File: config.mk
export PLATFORM = sky130hd
export DESIGN_NAME = alu_scheduler_flat
export DESIGN_NICKNAME = d
export VERILOG_FILES = /design/src/rtl/alu_scheduler_if.sv /design/src/rtl/alu_scheduler.sv /design/src/flat_wrapper.sv
export SDC_FILE = /design/constraint.sdc
export NUM_CORES = 1
export LEC_CHECK = 0
export ABC_AREA = 1
export BUFFER_PORTS_ARGS = -buffer_cell sky130_fd_sc_hd__buf_2
export CAP_MARGIN = 25
export CELL_PAD_IN_SITES_DETAIL_PLACEMENT = 1
export CELL_PAD_IN_SITES_GLOBAL_PLACEMENT = 2
export CORE_ASPECT_RATIO = 1.4
export CORE_MARGIN = 3
export CORE_UTILIZATION = 24
export CTS_CLUSTER_DIAMETER = 50
export CTS_CLUSTER_SIZE = 40
export DETAILED_ROUTE_END_ITERATION = 8
export PLACE_DENSITY = 0.93
export SLEW_MARGIN = 20
export SYNTH_ARGS = -nofsm -noshare
export SYNTH_HDL_FRONTEND = slang
export SYNTH_SLANG_ARGS = --single-unit
File: constraint.sdc
create_clock -name clk -period 2.2 [get_ports clk]
set_input_delay 0 -clock clk [delete_from_list [all_inputs] [get_ports clk]]
set_output_delay 0 -clock clk [all_outputs]
set_load 0.005 [all_outputs]
File: src/rtl/alu_scheduler_if.sv
// Request, shared-ALU and response signal bundle for alu_scheduler.
// slave is the scheduler side; master is the requester/ALU/consumer side.
interface alu_scheduler_if;
  logic       req0_valid;
  logic       req1_valid;
  logic       req0_ready;
  logic       req1_ready;
  logic [2:0] req0_opcode;
  logic [2:0] req1_opcode;
  logic [7:0] req0_a;
  logic [7:0] req0_b;
  logic [7:0] req1_a;
  logic [7:0] req1_b;
  logic [7:0] alu_a;
  logic [7:0] alu_b;
  logic [3:0] alu_a_m;
  logic [3:0] alu_b_m;
  logic [2:0] alu_opcode;
  logic [7:0] alu_result;
  logic       alu_flag;
  logic       rsp_valid;
  logic       rsp_ready;
  logic       rsp_id;
  logic [7:0] rsp_result;
  logic       rsp_flag;

  modport slave (
    input  req0_valid, req1_valid, req0_opcode, req1_opcode,
           req0_a, req0_b, req1_a, req1_b, alu_result, alu_flag, rsp_ready,
    output req0_ready, req1_ready, alu_a, alu_b, alu_a_m, alu_b_m, alu_opcode,
           rsp_valid, rsp_id, rsp_result, rsp_flag
  );

  modport master (
    output req0_valid, req1_valid, req0_opcode, req1_opcode,
           req0_a, req0_b, req1_a, req1_b, alu_result, alu_flag, rsp_ready,
    input  req0_ready, req1_ready, alu_a, alu_b, alu_a_m, alu_b_m, alu_opcode,
           rsp_valid, rsp_id, rsp_result, rsp_flag
  );
endinterface

File: src/rtl/alu_scheduler.sv
// Two-requester scheduler for one shared multi-cycle ALU (IDLE -> EXEC -> RESP).
// Define ALU_SCHED_RR_EN for round-robin arbitration; otherwise req0 has fixed priority.
module alu_scheduler #(
  parameter int EXEC_LAT = 2
) (
  input  logic           clk,
  input  logic           rst,
  alu_scheduler_if.slave bus
);

  typedef enum logic [1:0] {
    IDLE = 2'b00,
    EXEC = 2'b01,
    RESP = 2'b10
  } state_t;

  localparam logic [3:0] LOAD_VAL = 4'(EXEC_LAT - 1);

  state_t     state_r;
  state_t     state_s;
  logic [3:0] cnt_r;
  logic       last_grant_r;
  logic [2:0] op_r;
  logic [7:0] a_r;
  logic [7:0] b_r;
  logic       rsp_valid_r;
  logic       rsp_id_r;
  logic [7:0] rsp_result_r;
  logic       rsp_flag_r;

  logic       grant_s;
  logic       accept_s;
  logic       capture_s;
  logic       release_s;
  logic [2:0] op_s;
  logic [7:0] a_s;
  logic [7:0] b_s;

  // Pick the requester to serve when the scheduler is free.
  always_comb begin
    grant_s = 1'b0;
    if (bus.req0_valid && bus.req1_valid) begin
`ifdef ALU_SCHED_RR_EN
      grant_s = ~last_grant_r;
`else
      grant_s = 1'b0;
`endif
    end else if (bus.req1_valid) begin
      grant_s = 1'b1;
    end else begin
      grant_s = 1'b0;
    end
  end

  // Operand mux from the granted requester.
  always_comb begin
    if (grant_s) begin
      op_s = bus.req1_opcode;
      a_s  = bus.req1_a;
      b_s  = bus.req1_b;
    end else begin
      op_s = bus.req0_opcode;
      a_s  = bus.req0_a;
      b_s  = bus.req0_b;
    end
  end

  // Next-state and transition strobes.
  always_comb begin
    state_s   = state_r;
    accept_s  = 1'b0;
    capture_s = 1'b0;
    release_s = 1'b0;
    case (state_r)
      IDLE: begin
        if (bus.req0_valid || bus.req1_valid) begin
          accept_s = 1'b1;
          state_s  = EXEC;
        end else begin
          state_s = IDLE;
        end
      end
      EXEC: begin
        if (cnt_r == 4'd0) begin
          capture_s = 1'b1;
          state_s   = RESP;
        end else begin
          state_s = EXEC;
        end
      end
      RESP: begin
        if (bus.rsp_ready) begin
          release_s = 1'b1;
          state_s   = IDLE;
        end else begin
          state_s = RESP;
        end
      end
      default: begin
        state_s = IDLE;
      end
    endcase
  end

  // Ready is combinational so an acceptance can happen in the first cycle after reset.
  assign bus.req0_ready = accept_s && !rst && !grant_s;
  assign bus.req1_ready = accept_s && !rst &&  grant_s;

  // State, latched operation, execution counter and response registers.
  always_ff @(posedge clk) begin
    if (rst) begin
      state_r      <= IDLE;
      cnt_r        <= 4'd0;
      last_grant_r <= 1'b1;
      op_r         <= 3'b000;
      a_r          <= 8'd0;
      b_r          <= 8'd0;
      rsp_valid_r  <= 1'b0;
      rsp_id_r     <= 1'b0;
      rsp_result_r <= 8'd0;
      rsp_flag_r   <= 1'b0;
    end else begin
      state_r <= state_s;
      if (accept_s) begin
        op_r         <= op_s;
        a_r          <= a_s;
        b_r          <= b_s;
        last_grant_r <= grant_s;
        cnt_r        <= LOAD_VAL;
      end else if ((state_r == EXEC) && (cnt_r != 4'd0)) begin
        cnt_r <= cnt_r - 4'd1;
      end else begin
        cnt_r <= cnt_r;
      end
      // last_grant_r doubles as the id of the operation in flight.
      if (capture_s) begin
        rsp_valid_r  <= 1'b1;
        rsp_id_r     <= last_grant_r;
        rsp_result_r <= bus.alu_result;
        rsp_flag_r   <= bus.alu_flag;
      end else if (release_s) begin
        rsp_valid_r <= 1'b0;
      end else begin
        rsp_valid_r <= rsp_valid_r;
      end
    end
  end

  assign bus.alu_a      = a_r;
  assign bus.alu_b      = b_r;
  assign bus.alu_a_m    = a_r[3:0];
  assign bus.alu_b_m    = b_r[3:0];
  assign bus.alu_opcode = op_r;
  assign bus.rsp_valid  = rsp_valid_r;
  assign bus.rsp_id     = rsp_id_r;
  assign bus.rsp_result = rsp_result_r;
  assign bus.rsp_flag   = rsp_flag_r;

endmodule

File: src/flat_wrapper.sv
// flat-port wrapper written by rule: the top's interface ports become plain ports
module alu_scheduler_flat 
#(
  parameter int EXEC_LAT = 2
)
  (clk, rst, bus_req0_valid, bus_req1_valid, bus_req0_opcode, bus_req1_opcode, bus_req0_a, bus_req0_b, bus_req1_a, bus_req1_b, bus_alu_result, bus_alu_flag, bus_rsp_ready, bus_req0_ready, bus_req1_ready, bus_alu_a, bus_alu_b, bus_alu_a_m, bus_alu_b_m, bus_alu_opcode, bus_rsp_valid, bus_rsp_id, bus_rsp_result, bus_rsp_flag);
  alu_scheduler_if bus_i ();
  input  logic clk;
  input  logic rst;
  input wire logic [$bits(bus_i.req0_valid)-1:0] bus_req0_valid;
  input wire logic [$bits(bus_i.req1_valid)-1:0] bus_req1_valid;
  input wire logic [$bits(bus_i.req0_opcode)-1:0] bus_req0_opcode;
  input wire logic [$bits(bus_i.req1_opcode)-1:0] bus_req1_opcode;
  input wire logic [$bits(bus_i.req0_a)-1:0] bus_req0_a;
  input wire logic [$bits(bus_i.req0_b)-1:0] bus_req0_b;
  input wire logic [$bits(bus_i.req1_a)-1:0] bus_req1_a;
  input wire logic [$bits(bus_i.req1_b)-1:0] bus_req1_b;
  input wire logic [$bits(bus_i.alu_result)-1:0] bus_alu_result;
  input wire logic [$bits(bus_i.alu_flag)-1:0] bus_alu_flag;
  input wire logic [$bits(bus_i.rsp_ready)-1:0] bus_rsp_ready;
  output wire logic [$bits(bus_i.req0_ready)-1:0] bus_req0_ready;
  output wire logic [$bits(bus_i.req1_ready)-1:0] bus_req1_ready;
  output wire logic [$bits(bus_i.alu_a)-1:0] bus_alu_a;
  output wire logic [$bits(bus_i.alu_b)-1:0] bus_alu_b;
  output wire logic [$bits(bus_i.alu_a_m)-1:0] bus_alu_a_m;
  output wire logic [$bits(bus_i.alu_b_m)-1:0] bus_alu_b_m;
  output wire logic [$bits(bus_i.alu_opcode)-1:0] bus_alu_opcode;
  output wire logic [$bits(bus_i.rsp_valid)-1:0] bus_rsp_valid;
  output wire logic [$bits(bus_i.rsp_id)-1:0] bus_rsp_id;
  output wire logic [$bits(bus_i.rsp_result)-1:0] bus_rsp_result;
  output wire logic [$bits(bus_i.rsp_flag)-1:0] bus_rsp_flag;
  assign bus_i.req0_valid = bus_req0_valid;
  assign bus_i.req1_valid = bus_req1_valid;
  assign bus_i.req0_opcode = bus_req0_opcode;
  assign bus_i.req1_opcode = bus_req1_opcode;
  assign bus_i.req0_a = bus_req0_a;
  assign bus_i.req0_b = bus_req0_b;
  assign bus_i.req1_a = bus_req1_a;
  assign bus_i.req1_b = bus_req1_b;
  assign bus_i.alu_result = bus_alu_result;
  assign bus_i.alu_flag = bus_alu_flag;
  assign bus_i.rsp_ready = bus_rsp_ready;
  assign bus_req0_ready = bus_i.req0_ready;
  assign bus_req1_ready = bus_i.req1_ready;
  assign bus_alu_a = bus_i.alu_a;
  assign bus_alu_b = bus_i.alu_b;
  assign bus_alu_a_m = bus_i.alu_a_m;
  assign bus_alu_b_m = bus_i.alu_b_m;
  assign bus_alu_opcode = bus_i.alu_opcode;
  assign bus_rsp_valid = bus_i.rsp_valid;
  assign bus_rsp_id = bus_i.rsp_id;
  assign bus_rsp_result = bus_i.rsp_result;
  assign bus_rsp_flag = bus_i.rsp_flag;
  alu_scheduler #(.EXEC_LAT(EXEC_LAT)) u_core (.clk(clk), .rst(rst), .bus(bus_i));
endmodule
## Yosys cells after proc, flatten, opt, wreduce, memory -nomap -nowiden

Index checks and enable logic that the tools add are counted.

| operators by class | value |
|---|---|
| add/sub/neg operators | 1 |
| equality and inequality tests | 2 |
| multiplexer cells | 19 |
| reduce and logical (&&, ||, !) cells | 14 |

Operator list:

| kind | count |
|---|---|
| $mux 8 | 2 |
| $mux 1 | 13 |
| $pmux 2 s3 | 1 |
| $logic_and 1x1->1 | 5 |
| $logic_not 4->1 | 1 |
| $mux 2 | 2 |
| $reduce_bool 2->1 | 2 |
| $reduce_bool 4->1 | 1 |
| $sub 4x1->4 const B | 1 |
| $mux 3 | 1 |
| $eq 2x1->1 const B | 1 |
| $eq 2x2->1 const B | 1 |
| $logic_not 1->1 | 2 |
| $logic_not 2->1 | 1 |
| $reduce_or 2->1 | 1 |
| $logic_or 1x1->1 | 1 |

| storage, ports and cells | value |
|---|---|
| bits in registers | 37 |
| output and inout port bits | 40 |
| word-level logic and storage cells | 47 |

## Longest topological paths before layout

| logic depth | value |
|---|---|
| word-level depth | 5 |
| depth in mapped cells | 8 |

## Worst setup path before layout

No wires, ideal clock.

| timing path | value |
|---|---|
| path kind | reg-to-reg |
| from | register u_core.cnt_r[0] |
| to | register u_core.cnt_r[0] |
| setup time | 0.112 ns |
| arrival | 0.993 ns |
| path slack | 1.095 ns |
| stages on the path, launching flop included | 9 |
| path buffers | 0 |
| clock period less this slack | 1.105 ns |
| cells stage by stage | dfxtp_1 -> inv_1 -> ha_1 -> nand2_1 -> nand2_2 -> nand2_1 -> nand2_1 -> nand2_1 -> nand2_1 |

| between the ends | value |
|---|---|
| longest elaborated chain between the ends | 3 |
| elaborated cells on any way between the ends | 6 |

Ends and longest elaborated chain:

| item | line | text |
|---|---|---|
| from (decl) | alu_scheduler.sv:21 | `logic [3:0] cnt_r;` |
| from (signal assigned) | alu_scheduler.sv:131 | `cnt_r <= cnt_r - 4'd1;` |
| from (signal assigned) | alu_scheduler.sv:133 | `cnt_r <= cnt_r;` |
| $sub 4x1->4 / $reduce_bool 4->1 (equally long branches) | alu_scheduler.sv:131, alu_scheduler.sv:130 |  |
| $mux 1 / $logic_and 1x1->1 (equally long branches) | alu_scheduler.sv:130 | `end else if ((state_r == EXEC) && (cnt_r != 4'd0)) begin` |
| $mux 1 / $reduce_bool 2->1 (equally long branches) | -- |  |

Parallel ways exist; a longest one is shown, timed or not. The select of a mux whose other input is x is not followed.
A chain may end at the register's enable or synchronous reset.

## Final worst setup path

| timing path | value |
|---|---|
| from | input bus_req0_valid |
| to | register u_core.b_r[0] (netlist: u_core.bus.alu_b[0]) |

| between the ends | value |
|---|---|
| longest elaborated chain between the ends | 3 |
| elaborated cells on any way between the ends | 6 |

Ends and longest elaborated chain:

| item | line | text |
|---|---|---|
| from (decl) | flat_wrapper.sv:10 | `input wire logic [$bits(bus_i.req0_valid)-1:0] bus_req0_valid;` |
| $logic_and 1x1->1 / $logic_or 1x1->1 (equally long branches) | alu_scheduler.sv:42, alu_scheduler.sv:76 |  |
| $mux 1, on equally long branches | alu_scheduler.sv:42, alu_scheduler.sv:76 |  |
| $mux 8 / $mux 1 (equally long branches) | alu_scheduler.sv:57, alu_scheduler.sv:74 |  |
| to (signal assigned) | alu_scheduler.sv:127 | `b_r <= b_s;` |
| to (decl) | alu_scheduler.sv:25 | `logic [7:0] b_r;` |

Parallel ways exist; a longest one is shown, timed or not.

==> results.toml <==
[status]
status = "finished clean"

[synth]
synthCells = 255
synth_most_common_cell = "nand2_1"
yosysTopAreaCell = "dfxtp_1"
ys_types = 23
async_reset_ff_share_pct = 0
yosysSeqAreaShare_pct = 42.7
ys.flop_type = "dfxtp_1"
synthTopCellsByCount = "nand2_1, dfxtp_1, nor2_1, buf_4, inv_1"
synth_area_per_cell_um2 = 6.81
syn_area_um2 = 1740
synth_nets = 308
yosys_warnings = 0
synth_top_area_share_pct = 42.7
synth.area.top_cells = "dfxtp_1, nand2_1, nor2_1"
synth_edf_count = 0
ys_seq_elements = 37

[clock_tree]
clk_pin_slew_ns = 0.07
cts.htree.levels = 2
clock_path_buffers = 2
cts_tree = "done"
cts_root_buf = "clkbuf_8"
cts.sinks = 37
numCtsBuffers = 5
worstSkewPairLatency_ns = 0.29

[layout]
layout.nets = 410
fillers = 923
antennaDiodeCount = 0
stdcell_count = 453
final_cell_area_um2 = 2460
drive_gt1_share_pct = 31.0
syn_to_final_growth_pct = 41.8
multi_input_area_um2 = 783
seq_area_um2 = 741

[grt]
grt_pass1_wl_um = 8540
antenna_found_initial = 0
overflow = 0
grt_max_degree = 22
grt_pass1_vias = 1907
track_usage_pct = 12.8

[route]
drt_iter0_markers = 30
vias = 1879
ant_nets = 0
drc_errors = 0
firstDrtPassIters = 2
finalWirelength_um = 5210
viasPerCell = 4.15
wl_per_cell_um = 11.5

[timing]
min_period_over_period_pct = 77.6
maxSlewHeadroom_pct = 55.5
slew_viol_final = 0
rsz0062_at_grt = "false"
finClkSkew_ns = 0.0108
hold_viol = 0
setup_violations = 0
max_freq_mhz = 586
worstMarginPinSlew_ns = 0.666
setup_slack_ns = 0.494
tns_ns = 0
min_period_ns = 1.71

[worst_setup_path]
path_max_fanout = 21
rr_worst_depth = 6
end_kind = "flop"
crit_arrival_ns = 1.94
cp-start-kind = "input pin"
required_ns = 2.44
crit_type = "in -> reg"

[die]
rows = 36
dieArea_um2 = 8300
core_um2 = 6980
pin_count = 92
dieHeight_um = 107
die_w_um = 77.9
start_util_pct = 24.9

[placed_design]
placed_cells = 423
numPortBuffers = 91
dpl_cell_area_um2 = 2150
routabilityCongestion = 0.724
dp_slack_ns = 0.699
post-dp-hpwl_um = 3800

[power_and_ir_drop]
p_leak_nw = 1.38
totalPowerFinal_mw = 1.77
vdd_drop_max_mv = 0.289
p_per_area_nw_per_um2 = 718

[min_path]
worstHoldPathType = "in -> reg"
worstHoldPathCells = 5

[run]
drv_cap = 0
metrics by stage:
step	utilization [%]	hold slack (ns)
global route	35.3	0.0232
finish	35.3	0.00186
global placement	30.9	0.239
CTS	35.3	0.000182
detailed placement	30.9	0.243
floorplan	-	0.0691
per-layer routing:
metal | vias up | wire (um) | GRT usage (%)
met5 | - | 0 | 0
met4 | 0 | 112 | 5.98
met3 | 6 | 206 | 2.18
met2 | 40 | 3010 | 24.9
met1 | 871 | 1880 | 13.0
li1 | 962 | - | -
critical path, cell delays in order:
cell           delay (ns)
buf_2                0.13
inv_1                0.06
nand2_2              0.24
inv_1                0.60
nand2_1              0.11
nand2_1              0.10
dlygate4sd3_1        0.56
nand2_1              0.06
nand2_1              0.08
cells in the final DEF (no fill, tap or decap), drive strengths merged, types with 2 or more instances in the layout:
cell,instances
a21oi,5
buf,91
clkbuf,5
clkinv,2
dfxtp,37
dlygate4sd3,22
inv,15
nand2,131
nand3,4
nor2,30
o21ai,11
worst paths after layout:
check | startpoint | to | slack, ns
hold reg to reg | u_core.bus.alu_a[5] | u_core.bus.alu_a[5] | 0.44
setup / recovery | bus_req0_valid | u_core.bus.alu_b[0] | 0.49
setup reg to reg | u_core.cnt_r[0] | u_core.bus.rsp_result[1] | 0.80
hold / removal | bus_req1_a[5] | u_core.bus.alu_a[5] | 0.002
logic make-up after synthesis:
family          synth area share, %
xor+xnor                      0.505
compound gates                 5.26
buf+inv                        12.2
simple gates                   38.6
fa+ha+maj                     0.721
flops                          42.7
state kept, by name, summed over array words and instances (netlist names), 2 cells and up:
register               cells
u_core.bus.alu_a           8
u_core.state_r             2
u_core.cnt_r               4
u_core.bus.alu_b           8
u_core.bus.rsp_result      8
u_core.bus.alu_opcode      3
power by group:
| part | total [mW] | internal (mW) | switching [mW] |
|---|---|---|---|
| sequential | 0.819 | 0.763 | 0.0561 |
| combinational | 0.481 | 0.217 | 0.264 |
| clock | 0.467 | 0.219 | 0.248 |
| total | 1.77 | 1.20 | 0.569 |
layout make-up:
type	count	share of cell area [%]
Clock buffer	5	2.80
Clock inverter	3	0.712
Inverter	15	2.29
Multi-Input combinational cell	185	31.8
Sequential cell	37	30.1
Tap cell	95	4.83
Timing Repair Buffer	113	27.5
what timing repair did:
action                                 in CTS  in global routing
endpoints found under the hold margin      19                  0
hold buffers                               22                  0
buffers inserted                            0                  0
resized for setup                           0                  0
Note: power is estimated with default switching activity, not from simulation.
